--- config.mk ---
export PLATFORM = sky130hd
export DESIGN_NAME = calc_ndigit_flat
export DESIGN_NICKNAME = d
export VERILOG_FILES = /design/src/rtl/calc_ndigit_pkg.sv /design/src/rtl/calc_ndigit_if.sv /design/src/rtl/calc_bin2bcd.sv /design/src/rtl/calc_ndigit.sv /design/src/flat_wrapper.sv
export SDC_FILE = /design/constraint.sdc
export NUM_CORES = 1
export LEC_CHECK = 0
export CAP_MARGIN = 0
export CORE_UTILIZATION = 62
export CTS_CLUSTER_DIAMETER = 60
export DETAILED_ROUTE_END_ITERATION = 10
export GPL_ROUTABILITY_DRIVEN = 1
export PLACE_DENSITY = 0.79
export SLEW_MARGIN = 25
export SYNTH_ARGS = -nofsm -noshare
export SYNTH_HDL_FRONTEND = slang
export SYNTH_SLANG_ARGS = --single-unit
--- constraint.sdc ---
create_clock -name clock -period 13.9 [get_ports clock]
set_clock_uncertainty 0.15 [all_clocks]
set_input_delay 2.78 -clock clock [delete_from_list [all_inputs] [get_ports clock]]
set_output_delay 2.78 -clock clock [all_outputs]
set_load 0.05 [all_outputs]
--- src/rtl/calc_ndigit_pkg.sv ---
// Shared command codes, status codes and FSM states for the N-digit calculator.
package calc_pkg;
    localparam logic [3:0] CMD_ADD = 4'd10;
    localparam logic [3:0] CMD_SUB = 4'd11;
    localparam logic [3:0] CMD_MUL = 4'd12;
    localparam logic [3:0] CMD_DIV = 4'd13;
    localparam logic [3:0] CMD_EQ  = 4'd14;
    localparam logic [3:0] CMD_BS  = 4'd15;

    localparam logic [1:0] ST_ERR   = 2'b00;
    localparam logic [1:0] ST_BUSY  = 2'b01;
    localparam logic [1:0] ST_READY = 2'b10;

    typedef enum logic [2:0] {
        ENTRY_A, ENTRY_B, COMPUTE, CONVERT, SCAN, ERROR
    } state_t;

    function automatic longint unsigned pow10(input int n);
        longint unsigned p = 1;
        for (int i = 0; i < n; i++) p = p * 10;
        return p;
    endfunction
endpackage

--- src/rtl/calc_ndigit_if.sv ---
// Keypad command handshake between the keypad decoder and the calculator.
interface calc_ndigit_if;
    logic [3:0] cmd;
    logic       cmd_valid;
    logic       cmd_ready;

    modport master (output cmd, output cmd_valid, input cmd_ready);
    modport slave  (input cmd, input cmd_valid, output cmd_ready);
endinterface

--- src/rtl/calc_bin2bcd.sv ---
// Sequential double-dabble: the start cycle shifts in the first bit, W-1 more follow.
module calc_bin2bcd #(
    parameter int W    = 27,
    parameter int NDIG = 8
) (
    input  logic                clock,
    input  logic                reset,
    input  logic                start,
    input  logic [W-1:0]        bin,
    output logic                done,
    output logic [4*NDIG-1:0]   bcd
);
    localparam int CW = $clog2(W + 1);

    logic [W-1:0]      sr;
    logic [4*NDIG-1:0] adj;
    logic [CW-1:0]     cnt;

    always_comb begin
        adj = bcd;
        for (int i = 0; i < NDIG; i++)
            if (bcd[4*i +: 4] >= 4'd5) adj[4*i +: 4] = bcd[4*i +: 4] + 4'd3;
    end

    // Reset behaves like a start on a zero value so the power-up scan
    // lines up with the first W cycles after reset.
    always_ff @(posedge clock) begin
        if (reset) begin
            sr  <= '0;
            bcd <= '0;
            cnt <= CW'(W - 1);
        end else if (start) begin
            sr  <= {bin[W-2:0], 1'b0};
            bcd <= (4*NDIG)'(bin[W-1]);
            cnt <= CW'(W - 1);
        end else if (cnt != '0) begin
            sr  <= {sr[W-2:0], 1'b0};
            bcd <= {adj[4*NDIG-2:0], sr[W-1]};
            cnt <= cnt - 1'b1;
        end
    end

    assign done = (cnt == '0);
endmodule

--- src/rtl/calc_ndigit.sv ---
// N-digit decimal calculator: keypad entry, add/sub, iterative mul/div, BCD display scan.
module calc_ndigit
    import calc_pkg::*;
#(
    parameter int NDIG = 8,
    parameter int W    = 27
) (
    input  logic                      clock,
    input  logic                      reset,
    calc_ndigit_if.slave              bus,
    output logic [1:0]                status,
    output logic [W-1:0]              digits,
    output logic                      neg,
    output logic [$clog2(NDIG)-1:0]   pos,
    output logic [3:0]                data
);
    localparam logic [W-1:0] MAX = W'(pow10(NDIG) - 64'd1);
    localparam int CW = $clog2(W + 1);

    state_t                  state, state_n, ret, ret_n;
    logic [W-1:0]            a, a_n, b, b_n, q, q_n, q_s, digits_n;
    logic [3:0]              op, op_n, data_n;
    logic                    neg_n, conv_start, conv_start_n, conv_done;
    logic                    accept, go_conv, go_err, sub_ok;
    logic [$clog2(NDIG)-1:0] pos_n;
    logic [CW-1:0]           ccnt, ccnt_n;
    logic [2*W-1:0]          acc, acc_n, acc_s, mcand, mcand_n;
    logic [NDIG-1:0][3:0]    bcd;
    logic [W+3:0]            ext;
    logic [W:0]              sum, r_sh, rem;

    calc_bin2bcd #(.W(W), .NDIG(NDIG)) u_bcd (
        .clock (clock),
        .reset (reset),
        .start (conv_start),
        .bin   (digits),
        .done  (conv_done),
        .bcd   (bcd)
    );

    always_comb begin
        case (state)
            ERROR:            status = ST_ERR;
            ENTRY_A, ENTRY_B: status = ST_READY;
            default:          status = ST_BUSY;
        endcase
    end

    assign bus.cmd_ready = (state == ENTRY_A) || (state == ENTRY_B);
    assign accept        = bus.cmd_valid && bus.cmd_ready;

    // One mul (LSB-first shift-add) or restoring-div step; acc low bits hold the remainder.
    always_comb begin
        acc_s  = acc;
        q_s    = q;
        r_sh   = '0;
        rem    = '0;
        sub_ok = 1'b0;
        if (op == CMD_MUL) begin
            if (q[0]) acc_s = acc + mcand;
            q_s = q >> 1;
        end else begin
            r_sh   = {acc[W-1:0], q[W-1]};
            sub_ok = (r_sh >= {1'b0, b});
            rem    = sub_ok ? r_sh - {1'b0, b} : r_sh;
            q_s    = {q[W-2:0], sub_ok};
            acc_s  = (2*W)'(rem);
        end
    end

    always_comb begin
        state_n      = state;
        ret_n        = ret;
        digits_n     = digits;
        neg_n        = neg;
        a_n          = a;
        b_n          = b;
        op_n         = op;
        q_n          = q;
        acc_n        = acc;
        mcand_n      = mcand;
        ccnt_n       = ccnt;
        pos_n        = pos;
        data_n       = data;
        conv_start_n = 1'b0;
        go_conv      = 1'b0;
        go_err       = 1'b0;
        ext = (W+4)'(digits) * (W+4)'(10) + (W+4)'(bus.cmd);
        sum = {1'b0, a} + {1'b0, digits};

        case (state)
            ENTRY_A, ENTRY_B: if (accept) begin
                if (bus.cmd <= 4'd9) begin
                    if (ext <= (W+4)'(MAX)) begin
                        digits_n = ext[W-1:0];
                        neg_n    = 1'b0;
                        ret_n    = state;
                        go_conv  = 1'b1;
                    end
                end else if (bus.cmd == CMD_BS) begin
                    digits_n = digits / W'(10);
                    ret_n    = state;
                    go_conv  = 1'b1;
                end else if (bus.cmd == CMD_EQ) begin
                    if (state == ENTRY_B) begin
                        b_n   = digits;
                        ret_n = ENTRY_A;
                        case (op)
                            CMD_ADD: begin
                                go_err   = (sum > {1'b0, MAX});
                                go_conv  = !go_err;
                                digits_n = sum[W-1:0];
                                neg_n    = 1'b0;
                            end
                            CMD_SUB: begin
                                neg_n    = (a < digits);
                                digits_n = (a < digits) ? digits - a : a - digits;
                                go_conv  = 1'b1;
                            end
                            CMD_MUL: begin
                                acc_n   = '0;
                                mcand_n = (2*W)'(a);
                                q_n     = digits;
                                ccnt_n  = '0;
                                state_n = COMPUTE;
                            end
                            default: begin
                                if (digits == '0) go_err = 1'b1;
                                else begin
                                    acc_n   = '0;
                                    q_n     = a;
                                    ccnt_n  = '0;
                                    state_n = COMPUTE;
                                end
                            end
                        endcase
                    end
                end else if (state == ENTRY_A) begin
                    a_n      = digits;
                    op_n     = bus.cmd;
                    digits_n = '0;
                    ret_n    = ENTRY_B;
                    go_conv  = 1'b1;
                end else begin
                    go_err = 1'b1;
                end
            end
            COMPUTE: begin
                acc_n   = acc_s;
                q_n     = q_s;
                mcand_n = mcand << 1;
                ccnt_n  = ccnt + 1'b1;
                if (ccnt == CW'(W - 1)) begin
                    if (op == CMD_MUL && acc_s > (2*W)'(MAX)) go_err = 1'b1;
                    else begin
                        digits_n = (op == CMD_MUL) ? acc_s[W-1:0] : q_s;
                        neg_n    = 1'b0;
                        go_conv  = 1'b1;
                    end
                end
            end
            // conv_start guards against the previous conversion's stale done.
            CONVERT: if (conv_done && !conv_start) begin
                state_n = SCAN;
                pos_n   = '0;
                data_n  = bcd[0];
            end
            SCAN: begin
                if (int'(pos) == NDIG - 1) begin
                    state_n = ret;
                    pos_n   = '0;
                    data_n  = '0;
                end else begin
                    pos_n  = pos + 1'b1;
                    data_n = bcd[pos_n];
                end
            end
            default: ;
        endcase

        if (go_conv) begin
            state_n      = CONVERT;
            conv_start_n = 1'b1;
        end
        if (go_err) state_n = ERROR;
        if (state_n == ERROR) begin
            digits_n = '0;
            neg_n    = 1'b0;
            pos_n    = '0;
            data_n   = '0;
        end
    end

    always_ff @(posedge clock) begin
        if (reset) begin
            state      <= CONVERT;
            ret        <= ENTRY_A;
            digits     <= '0;
            neg        <= 1'b0;
            a          <= '0;
            b          <= '0;
            op         <= '0;
            q          <= '0;
            acc        <= '0;
            mcand      <= '0;
            ccnt       <= '0;
            pos        <= '0;
            data       <= '0;
            conv_start <= 1'b0;
        end else begin
            state      <= state_n;
            ret        <= ret_n;
            digits     <= digits_n;
            neg        <= neg_n;
            a          <= a_n;
            b          <= b_n;
            op         <= op_n;
            q          <= q_n;
            acc        <= acc_n;
            mcand      <= mcand_n;
            ccnt       <= ccnt_n;
            pos        <= pos_n;
            data       <= data_n;
            conv_start <= conv_start_n;
        end
    end
endmodule

--- src/flat_wrapper.sv ---
// flat-port wrapper written by rule: the top's interface ports become plain ports
module calc_ndigit_flat import calc_pkg::*;
#(
    parameter int NDIG = 8,
    parameter int W    = 27
)
  (clock, reset, status, digits, neg, pos, data, bus_cmd, bus_cmd_valid, bus_cmd_ready);
  calc_ndigit_if bus_i ();
  input  logic clock;
  input  logic reset;
  output logic [1:0] status;
  output logic [W-1:0] digits;
  output logic neg;
  output logic [$clog2(NDIG)-1:0] pos;
  output logic [3:0] data;
  input wire logic [$bits(bus_i.cmd)-1:0] bus_cmd;
  input wire logic [$bits(bus_i.cmd_valid)-1:0] bus_cmd_valid;
  output wire logic [$bits(bus_i.cmd_ready)-1:0] bus_cmd_ready;
  assign bus_i.cmd = bus_cmd;
  assign bus_i.cmd_valid = bus_cmd_valid;
  assign bus_cmd_ready = bus_i.cmd_ready;
  calc_ndigit #(.NDIG(NDIG), .W(W)) u_core (.clock(clock), .reset(reset), .bus(bus_i), .status(status), .digits(digits), .neg(neg), .pos(pos), .data(data));
endmodule
* Word-level counts from Yosys, hierarchy flattened *
Index checks and enable logic that the tools add are counted.

word-level totals
  input port bits = 7
  logic and storage cells = 236
  output and inout port bits = 38
  bits in registers = 303

operators by class
  $lt $le $gt $ge = 15
  multipliers = 1
  div/mod/pow operators = 1
  muxes and demuxes = 120
  reduce and logical (&&, ||, !) cells = 27
  bitwise gates (word level) = 3
  equality and inequality tests = 34
  add/subtract/negate cells = 17

operators with widths
  kind                   count
  $mux 54                14
  $mux 27                20
  $pmux 54 s2            3
  $pmux 27 s2            4
  $mux 3                 19
  $add 54x54->54         1
  $gt 54x27->1 const B   1
  $sub 27x27->27         2
  $mux 4                 10
  $ge 4x3->1 const B     8
  $add 31x4->31          1
  $le 31x27->1 const B   1
  $mul 27x3->30 const B  1
  $mux 5                 6
  $mux 1                 29
  $add 27x27->28         1
  $add 4x2->4 const B    7
  $ge 28x27->1           1
  $gt 28x27->1 const B   1
  $mux 28                1
  $sub 28x27->28         1
  $div 27x4->27 const B  1
  $logic_not 27->1       1
  $lt 27x27->1           1
  other kinds (44)       83

* Logic depth before layout (Yosys ltp) *
Gate-level depths: netlist (run 1).

  depth after elaboration = 14
  gate-level depth with buffers = 37
  gate-level depth less buffers = 33

* Modules after synthesis *
A second synthesis (run 1) with hierarchy kept.

second synthesis, totals
  cell total of the unflattened synthesis = 3,921
  area total of the unflattened synthesis = 28,476.1 µm²

by module, submodules not included
  module        instances  seq. area each (µm²)  cells each  area each (µm²)
  calc_ndigit   1          4,804.6               3,487       25,077.8
  calc_bin2bcd  1          1,261.2               434         3,398.3

* Worst setup path before layout (run 1) *
Ideal clock, no wire load.

  path kind = flip-flop to flip-flop
  from = register u_core.digits[25]
  to = register u_core.digits[0]
  period minus slack after synthesis = 7,874 ps
  library setup time = 133 ps
  data arrival time = 7,592 ps
  buffers on the path = 5
  path slack = 6,026 ps
  data required time = 13,617 ps
  stages on the path, launching flop included = 33
  cell sequence = dfxtp_1 -> buf_4 -> nor4bb_1 -> or3_1 -> a211o_1 -> and3_1 -> buf_2 -> a21o_1 -> mux4_2 -> nor3_2 -> a21oi_1 -> or3_1 -> a41oi_2 -> o21ai_1 -> mux4_2 -> buf_6 -> buf_6 -> a32o_1 -> nor3_1 -> nor3_1 -> or3_1 -> buf_6 -> a221oi_1 -> o22a_2 -> o22ai_2 -> or3_4 -> a21oi_2 -> a211o_2 -> a31o_1 -> mux2i_1 -> a211o_1 -> o221ai_1 -> a21oi_1

on the way
  longest elaborated chain between the ends = 14
  elaborated cells between the ends (all ways) = 47
  those cells by class = 2 x add/sub; 1 x mul; 1 x div; 3 x order compare; 2 x eq/ne; 34 x mux; 4 x reduce/logical

ends and longest elaborated chain
  element                                                                 RTL line            RTL
  start, declared                                                         calc_ndigit.sv:12   output logic [W-1:0] digits,
  start signal, assigned                                                  calc_ndigit.sv:213  digits <= digits_n;
  parallel branches: the longest is 14 deep, another holds $div 27x4->27  n/a

Parallel ways; which one is timed is not known. The select of a mux whose other input is x is not followed.
A chain may end at the register's enable or synchronous reset.

* Final worst setup path (run 1) *
  from = register u_core.digits[23]
  to = register u_core.digits[1]

Same word-level chain as after synthesis.

==> results of run 1 <==
-- kinds of logic (layout without fill, tap and decap cells) --
kind of cell               after synthesis  in the layout  share of synthesized area
and+or+nand+nor                       1346           1346                      0.214
xor gates and xnor gates               171            171                     0.0528
DFF                                    303            303                      0.213
adders and majority gates              243            243                      0.108
muxes                                   92             92                     0.0391
AOI/OAI and AO/OA                     1341           1341                      0.306
buffers and inverters                  477            383                     0.0680
-- path summary, 6_finish.rpt --
| path | slack [ns] | from | depth (start not counted) | end |
|---|---|---|---|---|
| min reg2reg | 0.30 | u_core.ret[2] | 2 | u_core.ret[2] |
| max | 4.22 | u_core.digits[23] | 30 | u_core.digits[1] |
| max reg2reg | 4.22 | u_core.digits[23] | 30 | u_core.digits[1] |
| min | 0.30 | u_core.ret[2] | 2 | u_core.ret[2] |
-- cells in the mapped netlist, types with 41 or more instances --
| cell type | n | share of area |
|---|---|---|
| inv_1 | 196 | 0.026 |
| dfxtp_1 | 303 | 0.21 |
| nand2_1 | 470 | 0.062 |
| nor3_1 | 81 | 0.014 |
| o21ai_0 | 203 | 0.036 |
| xnor2_1 | 131 | 0.040 |
| a22oi_1 | 65 | 0.017 |
| clkbuf_1 | 205 | 0.027 |
| nor2_1 | 463 | 0.061 |
| o21bai_1 | 56 | 0.015 |
| nand3_1 | 68 | 0.012 |
| nand2b_1 | 44 | 0.0096 |
| mux2i_1 | 65 | 0.023 |
| a21o_1 | 51 | 0.013 |
| a21oi_1 | 475 | 0.083 |
| a211oi_1 | 67 | 0.018 |
| a311oi_1 | 41 | 0.013 |
| ha_1 | 234 | 0.10 |
-- per-stage QoR --
step	std cells	cell area, µm²	util	setup slack [ns]
2_1_floorplan	3973	28500	-	6.03
3_3_place_gp	4404	29100	0.640	4.50
3_5_place_dp	4404	29100	0.640	4.25
4_1_cts	4478	30500	0.673	4.40
5_1_grt	4479	30600	0.674	3.38
6_report	4479	30600	0.674	4.22
-- cells in the final DEF (no fill, tap or decap), drive strengths merged, types with 83 or more instances in the layout --
master / n
a21oi: 478
nand2: 470
nor2: 468
dfxtp: 303
ha: 234
o21ai: 227
inv: 200
xnor2: 132
nor3: 83
-- flip-flops by register name (all words and copies together), names as in the netlist, 4 cells and up --
register and flops:
u_core.ccnt 5, u_core.data 4, u_core.op 4, u_core.b 27
u_core.u_bcd.cnt 5, u_core.a 27, u_core.q 27, u_core.acc 54
u_core.digits 27, u_core.mcand 54, u_core.u_bcd.bcd 32, u_core.u_bcd.sr 26
-- power groups by stage --
stage | sequential [mW] | combinational [mW] | clock [mW]
floorplan | 0.891 | 0.0596 | 0
global placement | 0.891 | 0.0816 | 0
detailed placement | 0.891 | 0.0820 | 0
CTS | 0.873 | 0.0827 | 1.16
global route | 0.872 | 0.0927 | 1.20
finish | 0.873 | 0.0873 | 1.16
-- layer usage --
layer | track usage | up-vias
met5 | 0 | -
met4 | 0.188 | 0
met3 | 0.0632 | 281
met2 | 0.587 | 1468
met1 | 0.482 | 13867
li1 | - | 14128
-- tightest hold or removal path, stage by stage (launching register included) --
cell,delay (ns)
dfxtp_1,0.30
inv_1,0.06
nor3_1,0.05
-- layout make-up --
class                           instances  area [µm²]  share of cell area
Clock buffer                           56        1210              0.0397
Clock inverter                         18         264             0.00863
Tap cell                              600         751              0.0246
Multi-Input combinational cell       3193       20600               0.674
Sequential cell                       303        6070               0.198
Inverter                              209         785              0.0257
Timing Repair Buffer                  100         886              0.0290
==> results.cfg, run 1 <==
[outcome]
status = completed

[synthesis]
async_flop_share = 0
synth_top_flop_cell = dfxtp_1
syn_nets = 4221
synthCells = 3973
ys_warn_count = 0
netlist_area_um2 = 28500
ys_ff_latch = 303
synth.avg_cell_area_um2 = 7.18
synth_edf_count = 0
ys_seq_area_frac = 0.213
yosys.cell_types.count = 124

[floorplanning]
die_area_um2 = 46900
die_h_um = 217
start_util = 0.629
die_w_um = 217
io_pins = 45
rows = 78
core_um2 = 45400

[grt]
grt_pass1_wl_um = 143000
grt_overflow_total = 0
grt_pass1_vias = 27349
grt_max_degree = 105
antenna_found_initial = 2
track_usage = 0.370

[placement]
hpwl_um = 62000
port_buffers = 44
gp_congestion = 0.993

[clock_network]
cts_hold_buf = 0
clk_latency_ns = 0.60
cts_inserted_buffers = 42
cts_tree = done
path_clk_slew_ns = 0.06
cts_resized = 0
cts_buffer_depth = 3
cts_sinks = 303
root_buffer = clkbuf_16
cts_setup_buffers = 0
htreeDepth = 2

[sta]
rsz0062_at_grt = false
fin_setup_tns_ns = 0
finalSetupViolations = 0
hold_viol = 0
slew-limit-headroom = 0.276
worstMarginPinSlew_ns = 1.09
fmax_ghz = 0.103
whs_ns = 0.303
timing.final.crit_period_ns = 9.68
fin_crit_sh = 0.696
drv_slew = 0

[critical_path]
path_buf_inv = 1
crit_type = register to register
cp_slowest_cell = dfxtp_1
critical_path.max_stage_delay_ns = 0.69
crit_path_max_fanout = 18
crit_family = compound AO/OA/AOI/OAI gates
crit_top_cell = o21ai_1
worstPathRequired_ns = 14.17
arrival_ns = 9.94
startpoint_type = register
end_kind = register

[layout]
antenna_cells = 0
nets = 4097
syn_to_final_growth_pct = 7.17
drive_gt1_frac = 0.0634
fill_cells = 4007

[worst_hold_path]
min_path_type = register to register

[route]
ant_nets = 0
wl_met2_um = 39400
drt-met1-wl_um = 37600
top_layer_used = met4
first_iter_violations = 3550
drtPass1Iterations = 9
drt-total-wl_um = 89400
route.detailed.drc = 0
viasPerCell = 6.64
route.met3.wl_um = 8010
num_vias = 29744
wire_per_inst_um = 20.0

[pwr]
clkPwrFrac = 0.547
power.switching_mw = 0.511
combPwrFrac = 0.041
pwr-share-seq = 0.412
powerDensity_nw_per_um2 = 69.3
total_power_mw = 2.12
switching_share = 0.241
peakVddDrop_v = 0.0000819
intPower_mw = 1.61
p_leak_nw = 11.8

[flow_run]
drv_cap = 0
Note: power is estimated with default switching activity, not from simulation.
==> run 2: changes to the inputs <==
--- a/config.mk
+++ b/config.mk
@@ -6,7 +6,7 @@
 export NUM_CORES = 1
 export LEC_CHECK = 0
 export CAP_MARGIN = 0
-export CORE_UTILIZATION = 62
+export CORE_UTILIZATION = 59
 export CTS_CLUSTER_DIAMETER = 60
 export DETAILED_ROUTE_END_ITERATION = 10
 export GPL_ROUTABILITY_DRIVEN = 1
==> constraint.sdc (replaced) <==
create_clock -name clock -period 8.2 [get_ports clock]
set_clock_uncertainty 0.15 [all_clocks]
set_input_delay 1.64 -clock clock [delete_from_list [all_inputs] [get_ports clock]]
set_output_delay 1.64 -clock clock [all_outputs]
set_load 0.05 [all_outputs]
==> run 2 against run 1 <==
  * Die area increased by 5.0%
  * The flow now finishes with violations (negative setup slack)
  * Design area up 5.5%
  * Largest power group unchanged
  * Register-to-register slack lost 4.3 ns
  * Global-route usage decreased by 0.94 points
==> results.cfg, run 2 (synthesized netlist as in run 1, its figures left out) <==
[grt]
use_met2 = 0.582
grt_overflow_total = 0
top_usage_layer = met2
grt_pass1_vias = 28108
use_met1 = 0.470
grt_pass1_wl_um = 147000
grt.met3_usage = 0.0498
track_usage = 0.361
grt_max_degree = 98
antenna_found_initial = 1

[clock_network]
htreeDepth = 2
path_clk_slew_ns = 0.06
root_buffer = clkbuf_16
cts_hold_buf = 0
clk_latency_ns = 0.60
cts_buffer_depth = 3
cts_tree = done
cts_inserted_buffers = 43
cts_sinks = 303

[placement]
place_ws_ns = -0.0639
hpwl_um = 65100
port_buffers = 44
gp_congestion = 0.999

[route]
drtPass1Iterations = 8
wire_per_inst_um = 20.1
num_vias = 30392
ant_nets = 0
route.detailed.drc = 0
first_iter_violations = 3537
viasPerCell = 6.56
drt-total-wl_um = 93200

[floorplanning]
core_um2 = 47700
io_pins = 45
die_h_um = 222
die_w_um = 222
die_area_um2 = 49200
start_util = 0.598
rows = 80

[pwr]
p_leak_nw = 12.6
powerDensity_nw_per_um2 = 111
peakVddDrop_v = 0.000238
total_power_mw = 3.58

[worst_hold_path]
min_path_type = register to register
whs_path_depth = 2

[sta]
slew-limit-headroom = 0.299
rsz0062_at_grt = true
fin_setup_tns_ns = -0.0404
fin_crit_sh = 1.00
timing.final.crit_period_ns = 8.24
hold_viol = 0
fmax_ghz = 0.121
worstMarginPinSlew_ns = 1.05
finalSetupViolations = 1
drv_slew = 0
final.setup.worst_slack_ns = -0.0404

[critical_path]
startpoint_type = register
cp_slowest_cell = mux4_2
crit_path_max_fanout = 8
crit_type = register to register
reg2reg_slack_ns = -0.04
arrival_ns = 8.55
end_kind = register
worstPathRequired_ns = 8.51
critical_path.max_stage_delay_ns = 0.59
r2r_cells = 32

[layout]
final_common_cell = nand2_1
reg.largest.list = u_core.acc x54, u_core.mcand x54, u_core.u_bcd.bcd x32
drive_gt1_frac = 0.113
final_cell_mix = 467 x nand2_1, 464 x a21oi_1, 459 x nor2_1
antenna_cells = 0
nets = 4237
syn_to_final_growth_pct = 13.0

[flow_run]
drv_cap = 0

[outcome]
status = finished, violations left
violations = negative setup slack
[run 2: through the flow]
stage / util / hold slack, ns / cell area, µm² / instances
floorplan: - / 0.274 / 28500 / 3973
global placement: 0.627 / 0.293 / 29900 / 4522
detailed placement: 0.627 / 0.298 / 29900 / 4522
CTS: 0.658 / 0.306 / 31400 / 4599
global route: 0.675 / 0.324 / 32300 / 4636
finish: 0.675 / 0.304 / 32300 / 4636
[run 2: repair_timing]
action	CTS	global route
cloned	0	3
resized for setup	5	119
setup buffers	0	34
pin swaps	0	51
setup endpoints to repair	24	39
[run 2: metal layers]
| metal | share of wire | vias to the layer above | wire length [µm] |
|---|---|---|---|
| met2 | 0.45 | 1500 | 41800 |
| met1 | 0.41 | 14198 | 38600 |
| li1 | - | 14389 | - |
| met5 | 0 | - | 0 |
| met4 | 0.051 | 0 | 4720 |
| met3 | 0.087 | 305 | 8080 |
[run 2: critical path: cells and delay by family, from the launching register on]
kind	cells	cell delay (ns)
flip-flops	1	0.36
AND/OR/NAND/NOR	8	1.62
buffers and inverters	4	0.56
XOR/XNOR	2	0.29
adder cells (fa/ha/maj)	1	0.32
AO/OA/AOI/OAI	15	4.01
multiplexers	2	0.82
[run 2: layout make-up]
type | instances | area (µm²)
timing repair buffer | 238 | 2030
multi-input combinational | 3194 | 21100
clock buffer | 58 | 1220
tap | 615 | 769
clock inverter | 19 | 248
fill | 4081 | 15500
inverter | 209 | 785
sequential | 303 | 6080
[run 2: path summary, 6_finish.rpt]
| check | from | endpoint |
|---|---|---|
| setup / recovery | u_core.digits[24] | u_core.digits[1] |
| hold / removal | u_core.b[15] | u_core.b[15] |
| setup reg to reg | u_core.digits[24] | u_core.digits[1] |
| hold reg to reg | u_core.b[15] | u_core.b[15] |
[run 2: power breakdown]
group / leakage (nW) / internal [mW] / switching (mW) / total, mW
Sequential: 2.44 / 1.48 / 0.00299 / 1.48
Combinational: 9.48 / 0.0625 / 0.113 / 0.175
Clock: 0.727 / 1.18 / 0.751 / 1.93
